`src/rtl/cpu_pkg.sv`:
```
// Shared CPU pipeline definitions.
// Holds the fetch FSM state type, the special instruction encodings and the
// IF/ID pipeline register payload that decode also consumes.
package cpu_pkg;

    typedef enum logic [1:0] {
        StRun,
        StHalted,
        StFault
    } fetch_state_t;

    localparam logic [31:0] NOP_WORD  = 32'h0000_0000;
    localparam logic [31:0] HALT_WORD = 32'hFFFF_FFFF;

    typedef struct packed {
        logic        valid;
        logic [31:0] pc;
        logic [31:0] instruction;
    } if_id_t;

endpackage

```
`src/rtl/instruction_fetch_if.sv`:
```
// Fetch-stage bus: control from the pipeline, instruction-memory port and the
// IF/ID outputs towards decode.
//   master: the fetch stage (drives pc, imem_addr, IF/ID, status).
//   slave : the surrounding pipeline / memory (drives stall, redirect, imem data).
interface instruction_fetch_if #(
    parameter int unsigned ADDR_WIDTH = 10
);
    logic                  stall;
    logic                  redirect_valid;
    logic [31:0]           redirect_target;
    logic [ADDR_WIDTH-1:0] imem_addr;
    logic [31:0]           imem_instruction;
    logic [31:0]           pc;
    logic                  if_id_valid;
    logic [31:0]           if_id_pc;
    logic [31:0]           if_id_instruction;
    logic                  halted;
    logic                  fetch_fault;

    modport master (
        input  stall, redirect_valid, redirect_target, imem_instruction,
        output imem_addr, pc, if_id_valid, if_id_pc, if_id_instruction, halted, fetch_fault
    );

    modport slave (
        output stall, redirect_valid, redirect_target, imem_instruction,
        input  imem_addr, pc, if_id_valid, if_id_pc, if_id_instruction, halted, fetch_fault
    );
endinterface

```
`src/rtl/if_id_reg.sv`:
```
// IF/ID pipeline register.
//   clk, reset : clock, asynchronous active-high reset
//   hold_i     : keep the current contents (stall)
//   bubble_i   : insert a bubble (valid=0, NOP instruction, pc kept); beats hold_i
//   d_i / q_o  : register payload in / out
module if_id_reg
    import cpu_pkg::*;
#(
    parameter logic [31:0] NOP_WORD = cpu_pkg::NOP_WORD
) (
    input  logic   clk,
    input  logic   reset,
    input  logic   hold_i,
    input  logic   bubble_i,
    input  if_id_t d_i,
    output if_id_t q_o
);
    if_id_t q_q;

    always_ff @(posedge clk or posedge reset) begin
        if (reset) begin
            q_q.valid       <= 1'b0;
            q_q.pc          <= 32'h0;
            q_q.instruction <= NOP_WORD;
        end else if (bubble_i) begin
            q_q.valid       <= 1'b0;
            q_q.instruction <= NOP_WORD;
        end else if (!hold_i) begin
            q_q <= d_i;
        end
    end

    assign q_o = q_q;
endmodule

```
`src/rtl/instruction_fetch.sv`:
```
// Fetch stage: owns the PC, addresses instruction memory, captures the fetched
// word into IF/ID and tracks RUN / HALTED / FAULT.
//   clk, reset : clock, asynchronous active-high reset
//   bus        : instruction_fetch_if master (stall, redirect, imem port, IF/ID, status)
module instruction_fetch #(
    parameter logic [31:0] RESET_PC   = 32'h0000_0000,
    parameter int unsigned ADDR_WIDTH = 10,
    parameter logic [31:0] HALT_WORD  = 32'hFFFF_FFFF,
    parameter logic [31:0] NOP_WORD   = 32'h0000_0000
) (
    input logic                 clk,
    input logic                 reset,
    instruction_fetch_if.master bus
);
    import cpu_pkg::*;

    fetch_state_t state_q, state_d;
    logic [31:0]  pc_q, pc_d;
    logic         hold, bubble, in_range;
    if_id_t       if_id_d, if_id_q;

    // Anything above the memory's byte span is a fault.
    assign in_range = (pc_q >> (ADDR_WIDTH + 2)) == 32'h0;

    assign if_id_d = '{valid: 1'b1, pc: pc_q, instruction: bus.imem_instruction};

    always_comb begin
        pc_d    = pc_q;
        state_d = state_q;
        hold    = 1'b0;
        bubble  = 1'b0;
        if (bus.redirect_valid) begin
            pc_d    = bus.redirect_target & ~32'h3;
            state_d = StRun;
            bubble  = 1'b1;
        end else begin
            unique case (state_q)
                StRun: begin
                    if (bus.stall) begin
                        hold = 1'b1;
                    end else if (!in_range) begin
                        bubble  = 1'b1;
                        state_d = StFault;
                    end else if (bus.imem_instruction == HALT_WORD) begin
                        // Halt word goes downstream valid; PC parks on it.
                        state_d = StHalted;
                    end else begin
                        pc_d = pc_q + 32'd4;
                    end
                end
                default: bubble = 1'b1;  // HALTED / FAULT ignore stall
            endcase
        end
    end

    always_ff @(posedge clk or posedge reset) begin
        if (reset) begin
            pc_q    <= RESET_PC;
            state_q <= StRun;
        end else begin
            pc_q    <= pc_d;
            state_q <= state_d;
        end
    end

    if_id_reg #(
        .NOP_WORD(NOP_WORD)
    ) u_if_id_reg (
        .clk     (clk),
        .reset   (reset),
        .hold_i  (hold),
        .bubble_i(bubble),
        .d_i     (if_id_d),
        .q_o     (if_id_q)
    );

    assign bus.imem_addr         = pc_q[ADDR_WIDTH+1:2];
    assign bus.pc                = pc_q;
    assign bus.if_id_valid       = if_id_q.valid;
    assign bus.if_id_pc          = if_id_q.pc;
    assign bus.if_id_instruction = if_id_q.instruction;
    assign bus.halted            = (state_q == StHalted);
    assign bus.fetch_fault       = (state_q == StFault);
endmodule
```
`src/flat_wrapper.sv`:
```
// flat-port wrapper written by rule: the top's interface ports become plain ports
module instruction_fetch_flat import cpu_pkg::*;
#(
    parameter logic [31:0] RESET_PC   = 32'h0000_0000,
    parameter int unsigned ADDR_WIDTH = 10,
    parameter logic [31:0] HALT_WORD  = 32'hFFFF_FFFF,
    parameter logic [31:0] NOP_WORD   = 32'h0000_0000
)
  (clk, reset, bus_stall, bus_redirect_valid, bus_redirect_target, bus_imem_instruction, bus_imem_addr, bus_pc, bus_if_id_valid, bus_if_id_pc, bus_if_id_instruction, bus_halted, bus_fetch_fault);
  instruction_fetch_if #(.ADDR_WIDTH(ADDR_WIDTH)) bus_i ();
  input logic clk;
  input logic reset;
  input wire logic [$bits(bus_i.stall)-1:0] bus_stall;
  input wire logic [$bits(bus_i.redirect_valid)-1:0] bus_redirect_valid;
  input wire logic [$bits(bus_i.redirect_target)-1:0] bus_redirect_target;
  input wire logic [$bits(bus_i.imem_instruction)-1:0] bus_imem_instruction;
  output wire logic [$bits(bus_i.imem_addr)-1:0] bus_imem_addr;
  output wire logic [$bits(bus_i.pc)-1:0] bus_pc;
  output wire logic [$bits(bus_i.if_id_valid)-1:0] bus_if_id_valid;
  output wire logic [$bits(bus_i.if_id_pc)-1:0] bus_if_id_pc;
  output wire logic [$bits(bus_i.if_id_instruction)-1:0] bus_if_id_instruction;
  output wire logic [$bits(bus_i.halted)-1:0] bus_halted;
  output wire logic [$bits(bus_i.fetch_fault)-1:0] bus_fetch_fault;
  assign bus_i.stall = bus_stall;
  assign bus_i.redirect_valid = bus_redirect_valid;
  assign bus_i.redirect_target = bus_redirect_target;
  assign bus_i.imem_instruction = bus_imem_instruction;
  assign bus_imem_addr = bus_i.imem_addr;
  assign bus_pc = bus_i.pc;
  assign bus_if_id_valid = bus_i.if_id_valid;
  assign bus_if_id_pc = bus_i.if_id_pc;
  assign bus_if_id_instruction = bus_i.if_id_instruction;
  assign bus_halted = bus_i.halted;
  assign bus_fetch_fault = bus_i.fetch_fault;
  instruction_fetch #(.RESET_PC(RESET_PC), .ADDR_WIDTH(ADDR_WIDTH), .HALT_WORD(HALT_WORD), .NOP_WORD(NOP_WORD)) u_core (.clk(clk), .reset(reset), .bus(bus_i));
endmodule
```
`config.mk`:
```
export PLATFORM = sky130hd
export DESIGN_NAME = instruction_fetch_flat
export DESIGN_NICKNAME = d
export VERILOG_FILES = /design/src/rtl/cpu_pkg.sv /design/src/rtl/instruction_fetch_if.sv /design/src/rtl/if_id_reg.sv /design/src/rtl/instruction_fetch.sv /design/src/flat_wrapper.sv
export SDC_FILE = /design/constraint.sdc
export NUM_CORES = 1
export LEC_CHECK = 0
export ABC_CLOCK_PERIOD_IN_PS = 4200
export BUFFER_PORTS_ARGS = -buffer_cell sky130_fd_sc_hd__clkbuf_2
export CORE_AREA = 2 2 95 97
export CTS_BUF_LIST = sky130_fd_sc_hd__clkbuf_16
export CTS_CLUSTER_DIAMETER = 30
export CTS_CLUSTER_SIZE = 12
export DETAILED_ROUTE_END_ITERATION = 10
export DIE_AREA = 0 0 97 99
export PLACE_DENSITY_LB_ADDON = 0.3
export SYNTH_ARGS = -nofsm -noshare
export SYNTH_HDL_FRONTEND = slang
export SYNTH_HIERARCHICAL = 1
export SYNTH_SLANG_ARGS = --single-unit
```
`constraint.sdc`:
```
create_clock -name clk -period 4.2 [get_ports clk]
set_input_delay 0.63 -clock clk [delete_from_list [all_inputs] [get_ports clk]]
set_output_delay 0.63 -clock clk [all_outputs]
set_load 0.005 [all_outputs]
```
# Word level (Yosys, flattened, before mapping)
# Index checks and enable logic that the tools add are counted.
# op_classes
n_addsub	1
n_eq_ne	7
muxes	20
bitwise_logic	2
n_reduce_logical	7
# op_table
op	n
32-bit 2-to-1 mux	6
65-bit 2-to-1 mux	1
32-bit by 3-bit adder with 32-bit output (second input constant)	1
32-bit == test (second input constant)	1
32-bit zero test	1
2-bit 2-to-1 mux	5
1-bit 2-to-1 mux	8
2-bit by 1-bit inequality test with 1-bit output (second input constant)	2
4-bit AND reduction	1
2-bit nonzero test	2
3-bit inequality test (second input constant)	1
3-bit AND reduction	1
2-bit by 1-bit == test with 1-bit output (second input constant)	1
2-bit == test (second input constant)	1
2-bit zero test	1
2-bit inequality test (second input constant)	1
1-bit NOT	2
2-bit AND reduction	1
# word_totals
register_bits	99
input_bits	68
out_inout_bits	109

# Depth between registers and ports, before layout
# logic_depth
ltp_word	7
ltp_mapped	9

# By module
# Netlist, hierarchy kept.
# modules_own_cells
mod	n_inst	cells_each	area_per_inst_um2	seq_area_each_um2
if_id_reg	1	176	2705.1	1626.6
instruction_fetch	1	170	1775.5	800.8

# Worst setup path after synthesis
# Ideal clock, no wire load.
# synth_timing
path_kind	reg-to-reg
from	reg u_core.pc_q[27] (netlist: u_core/bus.pc[27])
to	reg u_core.u_if_id_reg.q_q, in the netlist u_core/u_if_id_reg/q_o[32]
arrival_ps	1937
setup_slack_ps	2138
stages_incl_launch_ff	10
n_path_buf	2
period_less_slack_ps	2062
path_cell_list	dfrtp_1 -> nor4_2 -> nand3_2 -> or2_1 -> nand2_1 -> nand2_1 -> buf_6 -> nor2_8 -> buf_12 -> mux2_4
# synth_via
elab_chain_len	7
# synth_rtl
item	line_no	source
start: declaration	instruction_fetch.sv:18	logic [31:0] pc_q, pc_d;
start signal: assignment	instruction_fetch.sv:61	pc_q <= pc_d;
32-bit zero test	instruction_fetch.sv:23	assign in_range = (pc_q >> (ADDR_WIDTH + 2)) == 32'h0;
1-bit 2-to-1 mux	instruction_fetch.sv:41	end else if (!in_range) begin
1-bit 2-to-1 mux	instruction_fetch.sv:39	if (bus.stall) begin
1-bit 2-to-1 mux	instruction_fetch.sv:37	unique case (state_q)
1-bit 2-to-1 mux	instruction_fetch.sv:32	if (bus.redirect_valid) begin
named net u_core.bubble	instruction_fetch.sv:19	logic hold, bubble, in_range;
1-bit NOT (no line)	-	
2-bit AND reduction (no line)	-	
end signal: assignment	if_id_reg.sv:29	q_q <= d_i;
end: declaration	if_id_reg.sv:18	if_id_t q_q;
# The timed path passes the listed nets, and every way through them passes these cells.
# A chain may end at the register's enable or synchronous reset.

# Worst setup path in the final report
# layout_timing
from	reg u_core.pc_q[21] (netlist: u_core/bus.pc[21])
to	reg u_core.u_if_id_reg.q_q, in the netlist u_core/u_if_id_reg/q_o[63]
# Same word-level chain as after synthesis.

==> metrics <==
sequential standard cell area=~2400 µm²; Post-Syn Area=about 4500 µm²; worst reg-to-reg path cell count=8; placed cells=about 600; clock buffer depth=2; Post-synth EDFFs=0; flop-to-flop setup slack=about 1.3 ns; hold crit path type=in -> async; Mapped Cells=roughly 350; Sink Count=97; leading area contributor after synthesis=dfrtp_1; P_sw=about 600 µW; DR DRC count=0; Compound-Gate Fraction of Synth Area=4.36%; mux share of post-synthesis cell area=a little under a quarter; setup bufs post-CTS=0; initial antenna violation count=0; cts hold-fix bufs=0; DP HPWL=~7.2 mm; Layout Cells excl Fill=620; post-route cell area=about 5600 µm²; r2r startpoint=u_core/bus.pc[21]$_DFFE_PP0P_; internal power=1830 µW; minimum clock period=2.88 ns; area of the multi-input gates=about 1800 µm²; Async SR Flop Fraction=100%; vias in the first global route=roughly 3.3k; setup TNS=0 ns; P&R area growth vs syn=24.5%; layout cell share with drive strength beyond 1=49.2%; Crit Path Class=reg -> reg; global-route wire length before repair=16.0 mm; GRT Overall Usage=roughly a fifth; Synth warnings=6; wire per inst=about 16 µm; post-synthesis sequential area ratio=around 54%; Seq cells post-synth=97; Max-Cap Viols=0; Setup-failing EPs final=0; via/cell ratio=approximately 5.2; Core ar.=8550 µm²; post-synthesis simple-gate area fraction=11.7%; routed wire length=about 10 mm; Worst-Margin Slew=0.831 ns; Worst Path Required=approximately 4.4 ns; period utilisation layout=between 60 and 70%; H-tree Lvls=3; Crit Reg-Reg Endpoint=u_core/u_if_id_reg/q_o[63]$_DFFE_PP0P_; # fillers=684; Yosys top cell area share=54.2%; Synth Area in XOR/XNOR=0%; Max Fanout on Critical Path=34; port bufs=172; Setup crit end kind=flop; slew margin rel.=44.5%; drt first-iter violations=140; Worst setup SP type=flop; adder-cell share of the synthesized area=0.279%; clock root buffer=clkbuf_16; cts bufs inserted=9; synthesized area per cell=roughly 13 µm²; Pleak=around 0.0028 µW; Worst EP arrival=3.08 ns; Top Ports=around 180; Reg power frac=47.5%; synth cell count leaders=97 x dfrtp_1, 45 x nor2_1, 34 x mux2i_1; status=complete, no violations; largest net degree at the start of global routing=37; die height=a little under 100 µm; max frequency=roughly 350 MHz; Sw Share=24.6%; pwr dens=between 400 and 500 nW/µm²; die extent in x=roughly 97 µm; vias=3249; Die ar.=between 9000 and 10000 µm²; leading post-synthesis cells by cell area=dfrtp_1 54%, mux2_4 10%, mux2i_1 7.6%; Placed Area=approximately 5300 µm²; worst vdd ir=0.000252 V; RSZ-0062 raised after global routing=false; 1st-pass router iterations=4; row count=34; Max Slew Vio Count=0; CTS tree=yes; Overflow after GRT=0; clock share of power=around a third; main combinational cell family by area after synthesis=multiplexers; count of different cell masters after synthesis=44; Clock Skew=roughly 0.011 ns; remaining antenna violation count=0; worst skew pair latency=roughly 0.33 ns; Placer Congestion=about 0.78; top-count cell post-synth=dfrtp_1; Hold Fails Final Rpt=0; Starting Density=a little over half; # resized after CTS=0; combinational fraction of design power=18.4%; top_reg_cell synth=dfrtp_1; nets@finish=roughly 580; Ant. Diodes=0; post-layout util=between 60% and 70%; clock-pin slew on the worst setup and hold paths=~0.06 ns
[area by class of cell]
| type | count | area share [%] |
|---|---|---|
| Sequential cell | 97 | 43.5 |
| Clock buffer | 9 | 4.04 |
| Clock inverter | 7 | 1.43 |
| Inverter | 8 | 0.538 |
| Timing Repair Buffer | 177 | 16.1 |
| Multi-Input combinational cell | 214 | 32.0 |
| Tap cell | 108 | 2.42 |
[worst max-delay path by stage]
stage                     slack (ns)                                      to  depth (start not counted)                     startpoint
after floorplan                 1.94   u_core/u_if_id_reg/q_o[0]$_DFFE_PP0P_                          1                          reset
after global placement          1.32  u_core/u_if_id_reg/q_o[62]$_DFFE_PP0P_                          8  u_core/bus.pc[21]$_DFFE_PP0P_
after detailed placement        1.28  u_core/u_if_id_reg/q_o[62]$_DFFE_PP0P_                          8  u_core/bus.pc[21]$_DFFE_PP0P_
after CTS                       1.26  u_core/u_if_id_reg/q_o[63]$_DFFE_PP0P_                          8  u_core/bus.pc[21]$_DFFE_PP0P_
after global routing            1.13  u_core/u_if_id_reg/q_o[63]$_DFFE_PP0P_                          8  u_core/bus.pc[21]$_DFFE_PP0P_
final                           1.32  u_core/u_if_id_reg/q_o[63]$_DFFE_PP0P_                          8  u_core/bus.pc[21]$_DFFE_PP0P_
[logic make-up after synthesis]
| kind of cell | after synthesis |
|---|---|
| adders and majority gates | 1 |
| buffers and inverters | 38 |
| DFF | 97 |
| AOI/OAI and AO/OA | 25 |
| muxes | 85 |
| other | 2 |
| and+or+nand+nor | 98 |
[state kept, by name, summed over array words and instances, names as in the netlist]
name / flops
u_core/bus.pc: 30
u_core/state_q: 2
u_core/u_if_id_reg/q_o: 65
[critical path, cell delays in order (launching register included)]
cell and delay (ns):
dfrtp_1 0.41, nor4_1 0.45, nand2_1 0.18, or2_1 0.27, nand2_1 0.08, nand2_1 0.05
buf_4 0.25, nor2_8 0.62, mux2_2 0.41
[stage by stage]
stage               hold slack, ns  total power, µW  worst slack [ns]
floorplan                    0.505             1420              1.94
global placement             0.494             1610              1.32
detailed placement           0.494             1620              1.28
CTS                          0.396             2460              1.26
global route                 0.422             2560              1.13
finish                       0.371             2430              1.32
[cells in the final DEF (no fill, tap or decap), types with 7 or more instances in the layout]
cell,netlist,final
clkbuf_2,0,172
dfrtp_1,97,97
nor2_1,45,45
mux2i_1,34,34
mux2_4,30,30
mux2_2,21,21
inv_1,8,11
nand4_1,10,10
clkbuf_16,0,9
a31oi_1,9,9
nand2_1,7,7
[routing by layer]
| metal | part of all wire (%) | up-vias | track usage, % |
|---|---|---|---|
| met5 | 0 | - | 0 |
| met2 | 49 | 121 | 33.8 |
| met1 | 43 | 1585 | 27.4 |
| li1 | - | 1535 | - |
| met4 | 1.1 | 0 | 8.23 |
| met3 | 6.7 | 8 | 4.47 |
[power by group through the flow]
stage,Clock [µW],Combinational [µW],Sequential (µW)
after floorplan,0,262,1160
after global placement,0,443,1170
after detailed placement,0,455,1170
after CTS,848,455,1160
after global routing,893,489,1170
final,828,447,1150
Power figures use the tool's default switching activity.
